==> config.mk <==
export PLATFORM = sky130hd
export DESIGN_NAME = encounter_handler
export DESIGN_NICKNAME = d
export VERILOG_FILES = /design/src/rtl/enc_pkg.sv /design/src/rtl/enc_event_fifo.sv /design/src/rtl/encounter_handler.sv
export SDC_FILE = /design/constraint.sdc
export NUM_CORES = 1
export LEC_CHECK = 0
export ABC_AREA = 1
export BUFFER_PORTS_ARGS = -buffer_cell sky130_fd_sc_hd__buf_4
export CORE_MARGIN = 1.5
export CORE_UTILIZATION = 60
export CTS_CLUSTER_SIZE = 25
export DETAILED_ROUTE_END_ITERATION = 8
export PLACE_DENSITY = 0.91
export SLEW_MARGIN = 20
export SYNTH_ARGS = -nofsm -noshare
export SYNTH_HDL_FRONTEND = slang
export SYNTH_SLANG_ARGS = --single-unit
==> constraint.sdc <==
create_clock -name clock -period 3 [get_ports clock]
set_clock_uncertainty 0.15 [all_clocks]
set_input_delay 0.6 -clock clock [delete_from_list [all_inputs] [get_ports clock]]
set_output_delay 0.6 -clock clock [all_outputs]
set_load 0.01 [all_outputs]
==> src/rtl/enc_pkg.sv <==
// Shared types and widths for the encounter handler and its event FIFO.
package enc_pkg;

  localparam int unsigned SCORE_W = 16;
  localparam int unsigned LIVES_W = 2;

  typedef enum logic [1:0] {
    NONE = 2'd0,
    ENC1 = 2'd1,
    ENC2 = 2'd2,
    ENC3 = 2'd3
  } enc_type_t;

  typedef enum logic [2:0] {
    ST_IDLE,
    ST_OFFER,
    ST_WINDOW,
    ST_JUDGE,
    ST_OVER
  } state_t;

endpackage

==> src/rtl/enc_event_fifo.sv <==
// Small synchronous FIFO of encounter types; full/empty come from wrap-bit pointers.
module enc_event_fifo
  import enc_pkg::*;
#(
  parameter int unsigned DEPTH = 4
) (
  input  logic      clk_i,
  input  logic      rst_i,
  input  logic      push_i,
  input  enc_type_t data_i,
  input  logic      pop_i,
  input  logic      flush_i,
  output enc_type_t head_c_o,
  output logic      full_c_o,
  output logic      empty_c_o
);

  localparam int unsigned AW = $clog2(DEPTH);

  enc_type_t        mem_q [DEPTH];
  logic [AW:0]      wr_ptr_q, wr_ptr_d;
  logic [AW:0]      rd_ptr_q, rd_ptr_d;
  logic             do_push_c;
  logic             do_pop_c;

  assign full_c_o  = (wr_ptr_q[AW] != rd_ptr_q[AW]) &&
                     (wr_ptr_q[AW-1:0] == rd_ptr_q[AW-1:0]);
  assign empty_c_o = (wr_ptr_q == rd_ptr_q);
  assign do_push_c = push_i && !full_c_o && !flush_i;
  assign do_pop_c  = pop_i && !empty_c_o && !flush_i;
  assign head_c_o  = mem_q[rd_ptr_q[AW-1:0]];

  always_comb begin
    wr_ptr_d = wr_ptr_q;
    rd_ptr_d = rd_ptr_q;
    if (flush_i) begin
      wr_ptr_d = '0;
      rd_ptr_d = '0;
    end else begin
      if (do_push_c) wr_ptr_d = wr_ptr_q + (AW+1)'(1);
      if (do_pop_c)  rd_ptr_d = rd_ptr_q + (AW+1)'(1);
    end
  end

  always_ff @(posedge clk_i or posedge rst_i) begin
    if (rst_i) begin
      wr_ptr_q <= '0;
      rd_ptr_q <= '0;
    end else begin
      wr_ptr_q <= wr_ptr_d;
      rd_ptr_q <= rd_ptr_d;
    end
  end

  // Storage needs no reset: an entry is only read after it has been written.
  always_ff @(posedge clk_i) begin
    if (do_push_c) mem_q[wr_ptr_q[AW-1:0]] <= data_i;
  end

endmodule

==> src/rtl/encounter_handler.sv <==
// Detects new encounters, queues them, offers each to the renderer and judges the response.
// Optional: define ENC_HANDLER_QUICK_BONUS_EN to score +2 for hits in the first quarter of the window.
module encounter_handler
  import enc_pkg::*;
#(
  parameter int unsigned RESPONSE_CYCLES = 50_000_000,
  parameter int unsigned START_LIVES     = 3,
  parameter int unsigned FIFO_DEPTH      = 4
) (
  input  logic               clock,
  input  logic               reset,
  input  logic               enc1_in,
  input  logic               enc2_in,
  input  logic               enc3_in,
  input  logic               btn_jump,
  input  logic               btn_duck,
  input  logic               btn_dash,
  input  logic               spawn_ready,
  output logic               spawn_valid,
  output logic [1:0]         spawn_type,
  output logic               hit,
  output logic               miss,
  output logic [SCORE_W-1:0] score,
  output logic [LIVES_W-1:0] lives,
  output logic               game_over,
  output logic               overflow
);

  localparam int unsigned      CNT_W    = $clog2(RESPONSE_CYCLES);
  localparam logic [CNT_W-1:0] CNT_LOAD = CNT_W'(RESPONSE_CYCLES - 1);

  logic [2:0]         enc_prev_q;
  logic [2:0]         enc_rise_c;
  enc_type_t          push_type_c;
  logic               push_c;
  logic               pop_c;
  logic               flush_c;
  enc_type_t          head_c;
  logic               full_c;
  logic               empty_c;

  state_t             state_q, state_d;
  logic [CNT_W-1:0]   cnt_q, cnt_d;
  enc_type_t          spawn_type_q, spawn_type_d;
  logic               spawn_valid_q, spawn_valid_d;
  logic               hit_q, hit_d;
  logic               miss_q, miss_d;
  logic [SCORE_W-1:0] score_q, score_d;
  logic [LIVES_W-1:0] lives_q, lives_d;
  logic               game_over_q, game_over_d;
  logic               overflow_q, overflow_d;

  logic [2:0]         btn_c;
  logic [2:0]         want_btn_c;
  logic               quick_c;
  logic [1:0]         score_inc_c;
  logic [SCORE_W:0]   score_sum_c;

  // Rising edges with fixed priority enc1 > enc2 > enc3; losers are discarded.
  assign enc_rise_c = {enc3_in, enc2_in, enc1_in} & ~enc_prev_q;

  always_comb begin
    push_type_c = NONE;
    if (enc_rise_c[0])      push_type_c = ENC1;
    else if (enc_rise_c[1]) push_type_c = ENC2;
    else if (enc_rise_c[2]) push_type_c = ENC3;
  end

  assign flush_c = (state_q == ST_OVER);
  assign push_c  = (push_type_c != NONE) && !flush_c;

  enc_event_fifo #(
    .DEPTH (FIFO_DEPTH)
  ) u_fifo (
    .clk_i     (clock),
    .rst_i     (reset),
    .push_i    (push_c),
    .data_i    (push_type_c),
    .pop_i     (pop_c),
    .flush_i   (flush_c),
    .head_c_o  (head_c),
    .full_c_o  (full_c),
    .empty_c_o (empty_c)
  );

  assign btn_c = {btn_dash, btn_duck, btn_jump};

  always_comb begin
    want_btn_c = 3'b000;
    case (spawn_type_q)
      ENC1:    want_btn_c = 3'b001;
      ENC2:    want_btn_c = 3'b010;
      ENC3:    want_btn_c = 3'b100;
      default: want_btn_c = 3'b000;
    endcase
  end

`ifdef ENC_HANDLER_QUICK_BONUS_EN
  localparam logic [CNT_W-1:0] QUICK_TH = CNT_W'(3 * RESPONSE_CYCLES / 4);
  assign quick_c = (cnt_q >= QUICK_TH);
`else
  assign quick_c = 1'b0;
`endif

  assign score_inc_c = quick_c ? 2'd2 : 2'd1;
  assign score_sum_c = {1'b0, score_q} + (SCORE_W+1)'(score_inc_c);

  always_comb begin
    state_d      = state_q;
    cnt_d        = cnt_q;
    spawn_type_d = spawn_type_q;
    hit_d        = 1'b0;
    miss_d       = 1'b0;
    score_d      = score_q;
    lives_d      = lives_q;
    pop_c        = 1'b0;

    case (state_q)
      ST_IDLE: begin
        if (!empty_c) begin
          pop_c        = 1'b1;
          spawn_type_d = head_c;
          state_d      = ST_OFFER;
        end
      end
      ST_OFFER: begin
        if (spawn_valid_q && spawn_ready) begin
          cnt_d   = CNT_LOAD;
          state_d = ST_WINDOW;
        end
      end
      ST_WINDOW: begin
        // Verdict is registered on entry to JUDGE, so the pulse is visible during JUDGE.
        if ((btn_c != 3'b000) && (btn_c == want_btn_c)) begin
          hit_d        = 1'b1;
          score_d      = score_sum_c[SCORE_W] ? '1 : score_sum_c[SCORE_W-1:0];
          spawn_type_d = NONE;
          state_d      = ST_JUDGE;
        end else if ((btn_c != 3'b000) || (cnt_q == '0)) begin
          miss_d       = 1'b1;
          lives_d      = lives_q - LIVES_W'(1);
          spawn_type_d = NONE;
          state_d      = ST_JUDGE;
        end else begin
          cnt_d = cnt_q - CNT_W'(1);
        end
      end
      ST_JUDGE: state_d = (lives_q == '0) ? ST_OVER : ST_IDLE;
      ST_OVER:  state_d = ST_OVER;
      default:  state_d = ST_IDLE;
    endcase

    spawn_valid_d = (state_d == ST_OFFER);
    game_over_d   = (state_d == ST_OVER);
    overflow_d    = overflow_q | (push_c & full_c);
  end

  always_ff @(posedge clock or posedge reset) begin
    if (reset) begin
      enc_prev_q    <= '0;
      state_q       <= ST_IDLE;
      cnt_q         <= '0;
      spawn_type_q  <= NONE;
      spawn_valid_q <= 1'b0;
      hit_q         <= 1'b0;
      miss_q        <= 1'b0;
      score_q       <= '0;
      lives_q       <= LIVES_W'(START_LIVES);
      game_over_q   <= 1'b0;
      overflow_q    <= 1'b0;
    end else begin
      enc_prev_q    <= {enc3_in, enc2_in, enc1_in};
      state_q       <= state_d;
      cnt_q         <= cnt_d;
      spawn_type_q  <= spawn_type_d;
      spawn_valid_q <= spawn_valid_d;
      hit_q         <= hit_d;
      miss_q        <= miss_d;
      score_q       <= score_d;
      lives_q       <= lives_d;
      game_over_q   <= game_over_d;
      overflow_q    <= overflow_d;
    end
  end

  assign spawn_valid = spawn_valid_q;
  assign spawn_type  = spawn_type_q;
  assign hit         = hit_q;
  assign miss        = miss_q;
  assign score       = score_q;
  assign lives       = lives_q;
  assign game_over   = game_over_q;
  assign overflow    = overflow_q;

endmodule

==> summary.md <==
| Metric | Value |
|---|---|
| Outcome | complete, no violations |
| DR WL/cell | around 14 um |
| Setup violations, final | 0 |
| Die height | about 86 um |
| Most instantiated flip-flop cell in the synthesis netlist | sky130_fd_sc_hd__dfrtp_1 |
| Ports placed on the boundary | 34 |
| Switching part of the total power | 25.77% |
| Total count of hold-check failures in the final report | 0 |
| Setup fix buffers added after clock tree synthesis | 0 |
| Row Count | 30 |
| Final WL | 9.482 mm |
| Area growth from synthesis to layout | 12.29% |
| Synthesized area | 4154 sq um |
| Biggest cell delay along the critical path | 400 ps |
| CTS-repair resized insts | 0 |
| Number of search-and-repair iterations in the first detailed-routing pass | 7 |
| Wire length of the first global-routing pass | 16.17 mm |
| Most instantiated library cell after synthesis | sky130_fd_sc_hd__nand2_1 |
| HPWL after detailed placement | 6.979 mm |
| Data required time of the worst path | 3160 ps |
| Combinational fraction of design power | approximately 2.1% |
| Initial cell density of the core | 61.48% |
| Clock-pin slew on the worst setup and hold paths | ~90 ps |
| Area of combinational cells with multiple inputs | 2013 sq um |
| Sequential share of the synthesized area | 43.80% |
| Internal power | 1.304 mW |
| Number of antenna violations at the first check in global routing | 0 |
| CTS tree | built |
| Layout cell share with drive strength beyond 1 | 12.27% |
| Number of antenna diodes | 0 |
| Kind of end point of the critical path | flop |
| Largest voltage drop on the vdd net | 340.9 uV |
| Area taken by flip-flops and latches | 1819 sq um |
| Post-synth top area share | 36.75% |
| Tightest Hold Check Type | input port to asynchronous set/reset pin |
| Clock root buffer master | sky130_fd_sc_hd__clkbuf_8 |
| Longest Clk Path Bufs | 2 |
| Tightest slew margin relative to the limit | 60.35% |
| Standard cell area after detailed placement | approximately 4500 sq um |
| Final worst-path cycle share | 79.01% |
| Final net count | about 620 |
| Cts bufs inserted | 9 |
| DRC violation count after routing | 0 |
| Number of buffers added to fix hold violations after cts | 0 |
| Die outline width | about 86 um |
| Synthesized instance count | around 570 |
| Pleak | 2.460 nW |
| Sink count of the clock tree | 71 |
| Vias in the first global route | about 3.7k |
| Number of input and output port buffers inserted | 33 |
| Top cell by count, worst path | sky130_fd_sc_hd__nand2_1 |
| Cell family with the largest share of critical-path delay | simple AND/OR/NAND/NOR gates |
| Insertion delay to the later sink of the worst-skew pair | between 300 and 400 ps |
| WP buf/inv | 1 |
| Pin count of the biggest net entering global routing | 28 |
| PwrDens | 376.6 nW/um^2 |
| Synth Warn # | 0 |
| Largest cells by area after synthesis | sky130_fd_sc_hd__dfrtp_1, sky130_fd_sc_hd__nand2_1, sky130_fd_sc_hd__nand3_1 |
| EDFF count, synth | 8 |
| Maximum capacitance violations | 0 |
| Filler instances | 525 |
| Total core area | approximately 6800 sq um |
| Number of antenna-violating nets in the routed design | 0 |
| Total negative slack | 0 ps |
| Worst-path cell with the longest stage delay | sky130_fd_sc_hd__dfrtp_1 |
| Startpoint class of the critical path | flop |
| H-Tree Depth | 3 |
| Synth Register Bits | 71 |
| Cell taking the most area after synthesis | sky130_fd_sc_hd__dfrtp_1 |
| Gr usage total | approximately 27% |
| Part of the power in the clock network | 42.3% |
| CP arrival | 2530 ps |
| Syn_area_per_cell | 7.326 sq um |
| Post-layout min period | 2370 ps |
| Net switching power of the design | 452.7 uW |
| Count of unique library cells instantiated by Yosys | 35 |
| Post-detailed-route via-to-cell ratio | 5.647 |
| Largest driver fanout on the critical path | 26 |
| Die area | 7431 sq um |
| Top cells by count, synth | sky130_fd_sc_hd__nand2_1, sky130_fd_sc_hd__nand3_1, sky130_fd_sc_hd__nor2_1 |
| Post-synthesis net count | 584 |
| WS Path Type | flop to flop |
| Initial DRC Count | approximately 250 |
| Final number of max-transition violations | 0 |
| Leftover overflow at the end of global routing | 0 |
| Unrepaired setup endpoints after global routing | false |
| Maximum clock rate | 421.9 MHz |
| Post-synth ARST share | 88.73% |
| Non-Filler Cell Area, Final | 4664 sq um |
| Post-layout utilization of the core | 69.04% |
| Slew at the pin closest to its max-slew limit | 590.2 ps |
| Global placement routability congestion | 0.9403 |
| Critical path cell sequence | inv_1, ha_1, nand2_1, nor2_4, nand3_1, o21ai_4, nand2_4, nand2_4, nand2_1, nand2_1 |
| Proportion of power drawn by flip-flops and latches | 55.5% |
| Total number of vias | about 3.9k |
==> cells in the final DEF (no fill, tap or decap), types with 2 or more instances in the layout <==
master                       Yosys  routed
sky130_fd_sc_hd__o21ai_0        21      21
sky130_fd_sc_hd__inv_1          62      61
sky130_fd_sc_hd__inv_2           3       4
sky130_fd_sc_hd__nand3_1        78      78
sky130_fd_sc_hd__nor2_2          2       2
sky130_fd_sc_hd__clkinvlp_4      0       2
sky130_fd_sc_hd__edfxtp_1        8       8
sky130_fd_sc_hd__nand4_1        21      21
sky130_fd_sc_hd__ha_1            8       8
sky130_fd_sc_hd__o22ai_1         3       3
sky130_fd_sc_hd__or2_2           2       2
sky130_fd_sc_hd__nor3_1          9       9
sky130_fd_sc_hd__clkbuf_8        0       9
sky130_fd_sc_hd__nand2_1       172     172
sky130_fd_sc_hd__xnor2_1         2       2
sky130_fd_sc_hd__inv_8           0       2
sky130_fd_sc_hd__a21oi_1         2       2
sky130_fd_sc_hd__dfstp_2         2       2
sky130_fd_sc_hd__nor2_4          3       3
sky130_fd_sc_hd__nor2_1         64      64
sky130_fd_sc_hd__o21ai_1         7       7
sky130_fd_sc_hd__buf_4           3      40
sky130_fd_sc_hd__dfrtp_1        61      61
sky130_fd_sc_hd__inv_6           0       2
sky130_fd_sc_hd__xor2_1          5       5
sky130_fd_sc_hd__nand3b_1        9       9
sky130_fd_sc_hd__nand2_4         2       2
==> per-layer routing <==
layer  vias up  global-route usage [%]  routed length [um]
li1       1913                       -                   -
met1      1815                   34.44                3955
met2       146                   45.88                4716
met3        28                   5.238                 564
met4         0                   13.64                 244
met5         -                       0                   0
==> layout make-up <==
class | count | share of cell area [%]
inverter | 65 | 5.231
sequential | 71 | 39.00
timing repair buffer | 40 | 6.438
clock inverter | 7 | 1.368
clock buffer | 9 | 2.656
multi-input combinational | 419 | 43.16
tap | 80 | 2.146
==> logic make-up (layout without fill, tap and decap cells) <==
logic type,count (synthesis),count (layout),share of synthesized area (%)
and+or+nand+nor,365,365,39.13
buffers and inverters,77,121,7.741
DFF,71,71,43.80
AOI/OAI and AO/OA,39,39,5.452
adders and majority gates,8,8,2.410
xor gates and xnor gates,7,7,1.476
==> state kept, by name, summed over array words and instances (netlist names) <==
| register | count |
|---|---|
| game_over | 1 |
| spawn_type | 2 |
| hit | 1 |
| enc_prev_q | 3 |
| lives | 2 |
| u_fifo.mem_q | 8 |
| state_q | 3 |
| overflow | 1 |
| miss | 1 |
| u_fifo.rd_ptr_q | 3 |
| spawn_valid | 1 |
| cnt_q | 26 |
| score | 16 |
| u_fifo.wr_ptr_q | 3 |
==> power by group through the flow <==
stage / registers [mW] / clock network, mW / logic, mW
2_1_floorplan: 0.995 / 0 / 0.0199
3_3_place_gp: 0.995 / 0 / 0.0374
3_5_place_dp: 0.995 / 0 / 0.0392
4_1_cts: 0.975 / 0.752 / 0.0391
5_1_grt: 0.976 / 0.786 / 0.0440
6_report: 0.975 / 0.743 / 0.0377
==> worst paths after layout <==
path,depth (start not counted),from,to,slack (ps)
worst max register to register,10,cnt_q[0],cnt_q[16],630
worst min register to register,2,lives[0],lives[0],350
min in group clock,1,enc3_in,enc_prev_q[2],190
worst min-delay path,2,reset,score[11],130
worst max-delay path,10,cnt_q[0],cnt_q[16],630
max in group asynchronous,3,reset,lives[1],1850
==> through the flow <==
| stage | hold slack, ps | cells | power [mW] | setup WS [ps] |
|---|---|---|---|---|
| 3_5_place_dp | 332.6 | 675 | 1.034 | 692.5 |
| 3_3_place_gp | 315.0 | 675 | 1.032 | 824.5 |
| 4_1_cts | 146.6 | 691 | 1.766 | 667.4 |
| 6_report | 127.6 | 691 | 1.756 | 629.7 |
| 2_1_floorplan | 313.4 | 567 | 1.014 | 683.6 |
| 5_1_grt | 191.4 | 691 | 1.806 | 418.3 |
Note: power is estimated with default switching activity, not from simulation.
